`src/rtl/lsu_pkg.sv`:
```
// ---------------------------------------------------------------------------
// lsu_pkg
//   Shared definitions for the MEM-stage load/store unit (lsu_rmw):
//   - RV64 load/store funct3 encodings
//   - control state encoding for the read-modify-write sequence
//   - helpers that turn a funct3 into an access size and a byte-lane mask
// ---------------------------------------------------------------------------
package lsu_pkg;

  // RV64 funct3 encodings for loads and stores. Bit 2 marks the unsigned
  // (zero-extending) load variants; it is never legal on a store.
  localparam logic [2:0] F3_B  = 3'b000;
  localparam logic [2:0] F3_H  = 3'b001;
  localparam logic [2:0] F3_W  = 3'b010;
  localparam logic [2:0] F3_D  = 3'b011;
  localparam logic [2:0] F3_BU = 3'b100;
  localparam logic [2:0] F3_HU = 3'b101;
  localparam logic [2:0] F3_WU = 3'b110;

  // IDLE accepts new requests; RMW_WRITE commits a merged doubleword.
  typedef enum logic {
    IDLE      = 1'b0,
    RMW_WRITE = 1'b1
  } lsu_state_e;

  // Access size in bytes. Only funct3[1:0] matters; 111 aliases to 8 here
  // and is rejected separately by the error check.
  function automatic logic [3:0] f3_size(input logic [2:0] f3);
    logic [3:0] sz;
    case (f3[1:0])
      2'b00:   sz = 4'd1;
      2'b01:   sz = 4'd2;
      2'b10:   sz = 4'd4;
      default: sz = 4'd8;
    endcase
    return sz;
  endfunction

  // Low-aligned byte-lane mask covering 'sz' bytes.
  function automatic logic [63:0] size_mask(input logic [3:0] sz);
    logic [63:0] m;
    case (sz)
      4'd1:    m = 64'h0000_0000_0000_00FF;
      4'd2:    m = 64'h0000_0000_0000_FFFF;
      4'd4:    m = 64'h0000_0000_FFFF_FFFF;
      default: m = 64'hFFFF_FFFF_FFFF_FFFF;
    endcase
    return m;
  endfunction

endpackage

```
`src/rtl/lsu_rmw_load_extract.sv`:
```
// ---------------------------------------------------------------------------
// load_extract
//   Combinational load alignment: selects the addressed bytes out of a
//   little-endian doubleword and sign- or zero-extends them to 64 bits.
//
// Ports
//   dword_i  [63:0]  doubleword read from memory at the aligned base
//   off_i    [2:0]   byte offset of the access within the doubleword
//   funct3_i [2:0]   RV load funct3 (B/H/W/D/BU/HU/WU)
//   result_o [63:0]  extended load result
// ---------------------------------------------------------------------------
module load_extract
  import lsu_pkg::*;
(
  input  logic [63:0] dword_i,
  input  logic [2:0]  off_i,
  input  logic [2:0]  funct3_i,
  output logic [63:0] result_o
);

  // Move the addressed byte to lane 0; alignment has already been checked
  // upstream, so the selected field never straddles the doubleword.
  logic [63:0] shifted;
  assign shifted = dword_i >> {off_i, 3'b000};

  always_comb begin
    result_o = shifted;
    case (funct3_i)
      F3_B:    result_o = {{56{shifted[7]}},  shifted[7:0]};
      F3_H:    result_o = {{48{shifted[15]}}, shifted[15:0]};
      F3_W:    result_o = {{32{shifted[31]}}, shifted[31:0]};
      F3_D:    result_o = shifted;
      F3_BU:   result_o = {56'd0, shifted[7:0]};
      F3_HU:   result_o = {48'd0, shifted[15:0]};
      F3_WU:   result_o = {32'd0, shifted[31:0]};
      default: result_o = shifted;
    endcase
  end

endmodule

```
`src/rtl/lsu_rmw.sv`:
```
// ---------------------------------------------------------------------------
// lsu_rmw
//   MEM-stage load/store unit sitting between the EX/MEM register and a
//   byte-addressed 64-bit data memory that only takes aligned doubleword
//   accesses. Loads and SD complete in one cycle; SB/SH/SW read the
//   doubleword, merge the new bytes, and write it back one cycle later
//   while the front of the pipeline is stalled for the read cycle.
//
// Parameters
//   MEM_BYTES  data memory size in bytes (multiple of 8)
//   ADDR_W     width of the request address
//
// Ports
//   clk, reset                    clock, asynchronous active-high reset
//   req_load, req_store           request strobes from EX/MEM
//   funct3                        access size / signedness
//   req_addr                      byte address
//   req_wdata                     store data (low bytes significant)
//   stall                         hold PC, IF/ID, ID/EX and EX/MEM
//   load_data, load_valid         registered load result for MEM/WB
//   access_err                    registered illegal-request flag
//   mem_address, mem_write_data   to the data memory
//   mem_memorywrite               memory write enable (writes on posedge)
//   mem_memoryread                memory read enable (combinational read)
//   mem_read_data                 combinational little-endian read data
// ---------------------------------------------------------------------------
module lsu_rmw
  import lsu_pkg::*;
#(
  parameter int unsigned MEM_BYTES = 64,
  parameter int unsigned ADDR_W    = 64
) (
  input  logic              clk,
  input  logic              reset,
  input  logic              req_load,
  input  logic              req_store,
  input  logic [2:0]        funct3,
  input  logic [ADDR_W-1:0] req_addr,
  input  logic [63:0]       req_wdata,
  output logic              stall,
  output logic [63:0]       load_data,
  output logic              load_valid,
  output logic              access_err,
  output logic [63:0]       mem_address,
  output logic [63:0]       mem_write_data,
  output logic              mem_memorywrite,
  output logic              mem_memoryread,
  input  logic [63:0]       mem_read_data
);

  lsu_state_e        state_q, state_d;
  logic [ADDR_W-1:0] base_q;
  logic [63:0]       merged_q, merged_d;
  logic [63:0]       load_data_q;
  logic              load_valid_q;
  logic              access_err_q;

  // ---------------------------------------------------------------------
  // Request decode
  // ---------------------------------------------------------------------
  logic [ADDR_W-1:0] base;
  logic [2:0]        off;
  logic [3:0]        size;
  logic              has_req;
  logic              misaligned;
  logic              out_of_range;
  logic              bad_f3;
  logic              illegal;
  logic              req_ok;
  logic              legal_load;
  logic              legal_sd;
  logic              legal_rmw;

  assign base = {req_addr[ADDR_W-1:3], 3'b000};
  assign off  = req_addr[2:0];
  assign size = f3_size(funct3);

  assign has_req    = req_load | req_store;
  // size is a power of two, so the low bits of off must be clear.
  assign misaligned = (({1'b0, off} & (size - 4'd1)) != 4'd0);
  // base is 8-aligned, so base+7 cannot wrap around the address space.
  assign out_of_range = ((base + ADDR_W'(7)) >= ADDR_W'(MEM_BYTES));
  assign bad_f3     = (funct3 == 3'b111) || (req_store && funct3[2]);

  // Requests are only evaluated in IDLE; during RMW_WRITE the held EX/MEM
  // request is the one being completed and must not be re-checked.
  assign illegal = (state_q == IDLE) && has_req &&
                   (misaligned || out_of_range || (req_load && req_store) || bad_f3);
  assign req_ok  = (state_q == IDLE) && has_req && !illegal;

  assign legal_load = req_ok && req_load;
  assign legal_sd   = req_ok && req_store && (funct3 == F3_D);
  assign legal_rmw  = req_ok && req_store && (funct3 != F3_D);

  // ---------------------------------------------------------------------
  // Store merge: replace the addressed byte lanes of the read doubleword
  // ---------------------------------------------------------------------
  logic [63:0] lane_mask;
  logic [63:0] wdata_shifted;

  assign lane_mask     = size_mask(size) << {off, 3'b000};
  assign wdata_shifted = req_wdata << {off, 3'b000};
  assign merged_d      = (mem_read_data & ~lane_mask) | (wdata_shifted & lane_mask);

  // ---------------------------------------------------------------------
  // Load extraction
  // ---------------------------------------------------------------------
  logic [63:0] load_ext;

  load_extract u_load_extract (
    .dword_i  (mem_read_data),
    .off_i    (off),
    .funct3_i (funct3),
    .result_o (load_ext)
  );

  // ---------------------------------------------------------------------
  // FSM: state register
  // ---------------------------------------------------------------------
  always_ff @(posedge clk or posedge reset) begin
    if (reset) begin
      state_q <= IDLE;
    end else begin
      state_q <= state_d;
    end
  end

  // ---------------------------------------------------------------------
  // FSM: next state
  // ---------------------------------------------------------------------
  always_comb begin
    state_d = state_q;
    case (state_q)
      IDLE: begin
        if (legal_rmw) state_d = RMW_WRITE;
      end
      RMW_WRITE: state_d = IDLE;
      default:   state_d = IDLE;
    endcase
  end

  // ---------------------------------------------------------------------
  // FSM: outputs to the memory and pipeline
  // ---------------------------------------------------------------------
  always_comb begin
    stall           = 1'b0;
    mem_memorywrite = 1'b0;
    mem_memoryread  = 1'b0;
    mem_address     = 64'(base);
    mem_write_data  = req_wdata;
    case (state_q)
      IDLE: begin
        if (legal_load) mem_memoryread = 1'b1;
        if (legal_sd)   mem_memorywrite = 1'b1;
        if (legal_rmw) begin
          mem_memoryread = 1'b1;
          stall          = 1'b1;
        end
      end
      RMW_WRITE: begin
        mem_memorywrite = 1'b1;
        mem_address     = 64'(base_q);
        mem_write_data  = merged_q;
      end
      default: ;
    endcase
    // While reset is held the EX/MEM register may still present a request;
    // nothing may reach the memory or stall the pipeline until it drops.
    if (reset) begin
      stall           = 1'b0;
      mem_memorywrite = 1'b0;
      mem_memoryread  = 1'b0;
    end
  end

  // ---------------------------------------------------------------------
  // Read-modify-write holding registers
  // ---------------------------------------------------------------------
  always_ff @(posedge clk or posedge reset) begin
    if (reset) begin
      base_q   <= '0;
      merged_q <= '0;
    end else if (legal_rmw) begin
      base_q   <= base;
      merged_q <= merged_d;
    end
  end

  // ---------------------------------------------------------------------
  // Writeback registers: load result and error flag
  // ---------------------------------------------------------------------
  always_ff @(posedge clk or posedge reset) begin
    if (reset) begin
      load_data_q  <= '0;
      load_valid_q <= 1'b0;
      access_err_q <= 1'b0;
    end else begin
      load_valid_q <= legal_load;
      access_err_q <= illegal;
      if (legal_load) load_data_q <= load_ext;
    end
  end

  assign load_data  = load_data_q;
  assign load_valid = load_valid_q;
  assign access_err = access_err_q;

endmodule

```
`config.mk`:
```
export PLATFORM = sky130hd
export DESIGN_NAME = lsu_rmw
export DESIGN_NICKNAME = d
export VERILOG_FILES = /design/src/rtl/lsu_pkg.sv /design/src/rtl/lsu_rmw_load_extract.sv /design/src/rtl/lsu_rmw.sv
export SDC_FILE = /design/constraint.sdc
export NUM_CORES = 1
export LEC_CHECK = 0
export ABC_AREA = 0
export CAP_MARGIN = 10
export CORE_MARGIN = 2
export CORE_UTILIZATION = 35
export CTS_BUF_LIST = sky130_fd_sc_hd__clkbuf_4
export DETAILED_ROUTE_END_ITERATION = 12
export PLACE_DENSITY = 0.72
export RECOVER_POWER = 25
export SLEW_MARGIN = 20
export SYNTH_ARGS = -nofsm -noshare
export SYNTH_HDL_FRONTEND = slang
export SYNTH_HIERARCHICAL = 1
export SYNTH_SLANG_ARGS = --single-unit
```
`constraint.sdc`:
```
create_clock -name clk -period 8 [get_ports clk]
set_input_delay 0.8 -clock clk [delete_from_list [all_inputs] [get_ports clk]]
set_output_delay 0.8 -clock clk [all_outputs]
set_load 0.01 [all_outputs]
```
==> results of run 1 <==
through the flow:
step,power [mW],worst slack [ns],area [µm²],hold WS [ns]
after floorplan,1.29,1.86,13600,0.447
after global placement,1.59,1.91,17600,0.464
after detailed placement,1.59,2.68,17700,0.468
after CTS,2.16,2.63,17900,0.508
after global routing,2.23,2.49,17900,0.518
final,2.15,2.66,17900,0.503
worst reg2reg max path: stages, from the launching register on:
cell     delay (ns)
dfrtp_4        0.97
or3_1          0.80
or2_4          0.93
buf_4          0.55
mux2_1         0.37
routing by layer:
layer | routed length (µm) | share of wire
met1 | 22300 | 0.41
met2 | 25000 | 0.46
met3 | 5290 | 0.097
met4 | 1860 | 0.034
met5 | 78 | 0.0014
where the power goes:
group | total, mW | switching, mW | internal (mW)
combinational | 0.612 | 0.319 | 0.293
clock | 0.563 | 0.394 | 0.170
sequential | 0.972 | 0.0000492 | 0.972
how the worst max path moves through the flow:
stage / startpoint / endpoint / slack (ns) / cells after the start
6_report: funct3[0] / mem_memoryread / 2.66 / 8
5_1_grt: reset / merged_q[21]$_DFFE_PP0N_ / 2.49 / 3
4_1_cts: req_addr[34] / mem_memoryread / 2.63 / 8
3_5_place_dp: req_addr[34] / mem_memoryread / 2.68 / 8
3_3_place_gp: req_addr[34] / mem_memoryread / 1.91 / 7
2_1_floorplan: reset / mem_memorywrite / 1.86 / 3
cell families (layout without fill, tap and decap cells):
logic type	Yosys count	in the layout
other	1	7
AND/OR/NAND/NOR	282	282
multiplexers	426	426
buffers and inverters	130	453
flip-flops	192	192
AO/OA/AOI/OAI	195	195
sequential cells by signal, indices dropped and copies added (netlist names):
register and flops:
load_data 64, base_q 61, merged_q 64, access_err 1, load_valid 1, state_q 1
synth_stat cells, drive strengths merged, types with 3 or more instances:
cell	count	area share
a221o	3	0.0022
a22oi	14	0.0077
o22ai	22	0.010
nor2b	14	0.0064
dfrtp	192	0.35
inv	14	0.0039
buf	60	0.032
mux2i	120	0.088
nor4	15	0.0078
nor3	5	0.0018
a2bb2oi	5	0.0032
and3	11	0.0051
mux4	42	0.070
clkbuf	55	0.015
nand2	64	0.018
o2111ai	5	0.0032
or2	3	0.0014
nand4	34	0.016
nand3	17	0.0077
o2bb2ai	8	0.0052
o221ai	9	0.0058
mux2	264	0.24
nand2b	6	0.0028
o211ai	3	0.0017
nor2	39	0.011
and2	66	0.030
a21oi	36	0.013
o21ai	77	0.028
layout make-up:
| cell class | instances | area share |
|---|---|---|
| Clock buffer | 18 | 0.00753 |
| Tap cell | 518 | 0.0361 |
| Antenna cell | 4 | 0.000558 |
| Clock inverter | 13 | 0.00802 |
| Timing Repair Buffer | 407 | 0.224 |
| Inverter | 15 | 0.00356 |
| Multi-Input combinational cell | 906 | 0.452 |
| Sequential cell | 192 | 0.268 |
==> flow_summary.ini, run 1 <==
[run_status]
outcome = finished, violations left
violations = max-capacitance violations, max-slew violations

[global_route]
antenna_found_initial = 11
met1_usage = 0.356
grt_use_met2 = 0.422
grt_max_degree = 84
grt_pass1_wl_mm = 80.7
grt_use_total = 0.266
top_usage_layer = met2
grt_pass1_vias = 12100
grtUsageMet3 = 0.0658
grt_overflow_total = 0

[clocking]
path_clk_slew_ns = 0.17
clockBufferDepth = 2
ctsHoldBuffers = 0
insertion_delay_ns = 0.61
numCtsBuffers = 17
cts_resized = 0
post-cts-setup-buffers = 0
ctsHtreeMaxLevel = 4
cts.sinks = 192
cts_root_buffer = clkbuf_4
cts_tree = built

[detailed_routing]
vias = 11900
drt_first_pass_iters = 6
first_iter_violations = 1331
routed_wl_mm = 54.5
viasPerCell = 5.76
wl_per_cell_um = 26.3
drc = 0
antenna_left = 0

[synth]
avgSynthCellArea_um2 = 11.1
async_reset_ff_frac = 1.00
yosysWarnings = 6
yosys.area_share.adder = 0
syn_area_um2 = 13600
synth-main-ff-cell = dfrtp_1
synth_top_family_by_area = multiplexers
yosys-mux-area-fraction = 0.393
synthXorXnorAreaFrac = 0
synth-seq-cells = 192
synth-edff-count = 0
ys_types = 56
synth_compound_area_frac = 0.0897
yosys.area_share.simple = 0.113
seq_area_frac_synth = 0.353
synth_cells = 1226

[setup_path]
critical_path_buf_inv_count = 3
r2r_end = merged_q[0]$_DFFE_PP0N_
worstPathRequired_ns = 7.20
arrival_ns = 4.54
setup.worst_path.start_class = primary input
critical_path_class = in2out
end_kind = primary output
cpPeakStageDelay_ns = 0.81
r2r_cells = 4
critPathMaxFanout = 24
worst_path_dominant_cell_family = buffers and inverters
r2r_start = state_q$_DFF_PP0_
crit_top_cell = clkdlybuf4s50_1
r2r_setup_slack_ns = 4.29
crit_path_cell_trace = clkdlybuf4s50_1, a211oi_2, nand4_1, a2111o_1, or2_1, a2111oi_1, clkdlybuf4s18_2, clkdlybuf4s50_1
critPathSlowestCell = clkdlybuf4s50_1

[floorplanning]
die_h_um = 201
core_um2 = 38500
rows = 72
die_area_um2 = 40400
num_io_pins = 396
die_w_um = 201
initial_utilization = 0.353

[final_layout]
fin_cells = 2073
layout.cells.most_common_list = 388 x clkdlybuf4s50_1, 191 x dfrtp_1, 154 x mux2_2, 120 x mux2i_1, 64 x nand2_1
fin_util = 0.466
multi_input_area_um2 = 8110
seq_area_um2 = 4810
synthToLayoutAreaGrowth_pct = 31.9
drive_above_1_share = 0.204
nets = 1738
fill_cells = 3566
layout_commonest_cell = clkdlybuf4s50_1

[sta]
hold_viol_final = 0
finalCritPeriodShare = 0.668
setup_viol = 0
tightest_slew_ns = 3.80
rsz0062_at_grt = no
fin_worst_skew_ns = 0.0228
timing.setup.tns_ns = 0
drv_slew = 123
fmax_mhz = 187
layout_min_cycle_time_ns = 5.34
slew_headroom = -1.54

[worst_hold_path]
holdPathEnd = base_q[35]$_DFFE_PP0N_
worstHoldStart = base_q[35]$_DFFE_PP0N_
hp-class = reg2reg
hold_depth = 1

[placement]
placed_cells = 2038
place.gp.congestion = 0.937
portBuffers = 392
dp_hpwl_mm = 41.0

[power_and_ir_drop]
leakagePower_nw = 8.01
ir_drop_mv = 0.0887
power_density_nw_per_um2 = 120

[flow_run]
cap_violations = 2
Note: power is estimated with default switching activity, not from simulation.
==> inputs of run 2 (changes only) <==
==> constraint.sdc (replaced) <==
create_clock -name clk -period 5.05 [get_ports clk]
set_input_delay 0.505 -clock clk [delete_from_list [all_inputs] [get_ports clk]]
set_output_delay 0.505 -clock clk [all_outputs]
set_load 0.01 [all_outputs]
==> flow_summary.ini, run 2 (same netlist as run 1, synthesis figures left out) <==
[setup_path]
critPathMaxFanout = 6
cp-startpoint = req_addr[33]
worstPathRequired_ns = 4.55
crit_path_cell_trace = dlygate4sd3_1, nor4_1, nand4_1, a2111o_1, or2_0, a2111oi_0, clkdlybuf4s50_1
r2r_start = state_q$_DFF_PP0_
cpPeakStageDelay_ns = 0.65
critical_path_class = in2out
end_kind = primary output
critPathSlowestCell = clkdlybuf4s50_1
setup.worst_path.start_class = primary input
arrival_ns = 3.56

[clocking]
ctsHtreeMaxLevel = 4
cts.sinks = 192
cts_resized = 0
cts_root_buffer = clkbuf_4
ctsHoldBuffers = 0
cts_tree = built
post-cts-setup-buffers = 0
insertion_delay_ns = 0.63
path_clk_slew_ns = 0.16
numCtsBuffers = 17
clockBufferDepth = 2

[power_and_ir_drop]
power_density_nw_per_um2 = 192
ir_drop_mv = 0.153
leakagePower_nw = 8.11
finalPower_mw = 3.47

[run_status]
outcome = finished, violations left
violations = max-capacitance violations, max-slew violations

[detailed_routing]
viasPerCell = 5.70
vias = 11900
routed_wl_mm = 53.1
first_iter_violations = 1099
drc = 0
wl_per_cell_um = 25.4
antenna_left = 0
drt_first_pass_iters = 5

[sta]
tightest_slew_ns = 2.46
finalCritPeriodShare = 0.805
drv_slew = 86
layout_min_cycle_time_ns = 4.06
slew_headroom = -0.641
fmax_mhz = 246
hold_viol_final = 0
fin_worst_skew_ns = 0.0218
setup_viol = 0
rsz0062_at_grt = no
timing.setup.tns_ns = 0
postLayoutSetupSlackWorst_ns = 0.985

[global_route]
antenna_found_initial = 8
grt_pass1_wl_mm = 79.1
grt_max_degree = 84
grt_pass1_vias = 12200
grt_use_total = 0.259
grt_overflow_total = 0

[floorplanning]
die_w_um = 201
initial_utilization = 0.353
die_area_um2 = 40400
die_h_um = 201
num_io_pins = 396
core_um2 = 38500
rows = 72

[flow_run]
cap_violations = 2

[placement]
dp_hpwl_mm = 40.5
placed_area_um2 = 17700
post-place-ws_ns = 1.01
place.gp.congestion = 0.932
portBuffers = 392

[final_layout]
layout.cells.most_common_list = 383 x clkdlybuf4s50_1, 191 x dfrtp_1, 154 x mux2_2, 120 x mux2i_1, 64 x nand2_1
nets = 1749
synthToLayoutAreaGrowth_pct = 33.1
fill_cells = 3576
drive_above_1_share = 0.210
layout_commonest_cell = clkdlybuf4s50_1
post-route-cell-area_um2 = 18100

[worst_hold_path]
hp-class = reg2reg
worstHoldStart = base_q[41]$_DFFE_PP0N_
-- run 2: cell count changes in the layout (fill, tap and decap cells not counted), sizes merged --
cell / delta
inv: +2
dlygate4sd3: +5
clkdlybuf4s50: -5
clkbuf: +1
clkinv: -2
diode: +2
buf: +11
bufinv: +1
clkdlybuf4s18: -1
-- run 2: layout make-up --
| type | count | area [µm²] | share of cell area |
|---|---|---|---|
| inverter | 15 | 57.6 | 0.00318 |
| clock buffer | 18 | 135 | 0.00747 |
| sequential | 192 | 4810 | 0.266 |
| tap | 518 | 648 | 0.0358 |
| timing repair buffer | 418 | 4140 | 0.228 |
| clock inverter | 14 | 185 | 0.0102 |
| antenna | 6 | 15.0 | 0.000830 |
| multi-input combinational | 906 | 8120 | 0.448 |
-- run 2: critical path, delay by kind of cell --
family,cells,cell delay (ns)
and+or+nand+nor,3,0.97
AOI/OAI and AO/OA,2,0.88
buffers and inverters,2,1.21
-- run 2: metrics by stage --
stage	hold slack, ns	cells	util
2_1_floorplan	0.447	1228	-
3_3_place_gp	0.466	2048	0.461
3_5_place_dp	0.468	2048	0.461
4_1_cts	0.314	2080	0.470
5_1_grt	0.477	2085	0.470
6_report	0.502	2087	0.471
-- run 2: routing by layer --
layer | part of all wire | track usage | vias to the layer above
li1 | - | - | 5212
met1 | 0.41 | 0.333 | 5927
met2 | 0.46 | 0.410 | 635
met3 | 0.084 | 0.0658 | 120
met4 | 0.044 | 0.117 | 4
met5 | 0.00051 | 0 | -
-- run 2: report_power, final --
part	total (mW)	internal (mW)	switching, mW
Sequential	1.54	1.54	0.000105
Combinational	0.964	0.466	0.498
Clock	0.969	0.329	0.640
-- run 2: final timing paths --
path,cells past startpoint,slack [ns],endpoint
worst max-delay path,7,0.99,mem_memoryread
worst min-delay path,1,0.50,base_q[41]$_DFFE_PP0N_
worst max register to register,5,2.50,merged_q[25]$_DFFE_PP0N_
worst min register to register,1,0.50,base_q[41]$_DFFE_PP0N_
max in group asynchronous,4,1.16,merged_q[50]$_DFFE_PP0N_
min in group asynchronous,2,0.56,base_q[61]$_DFFE_PP0N_
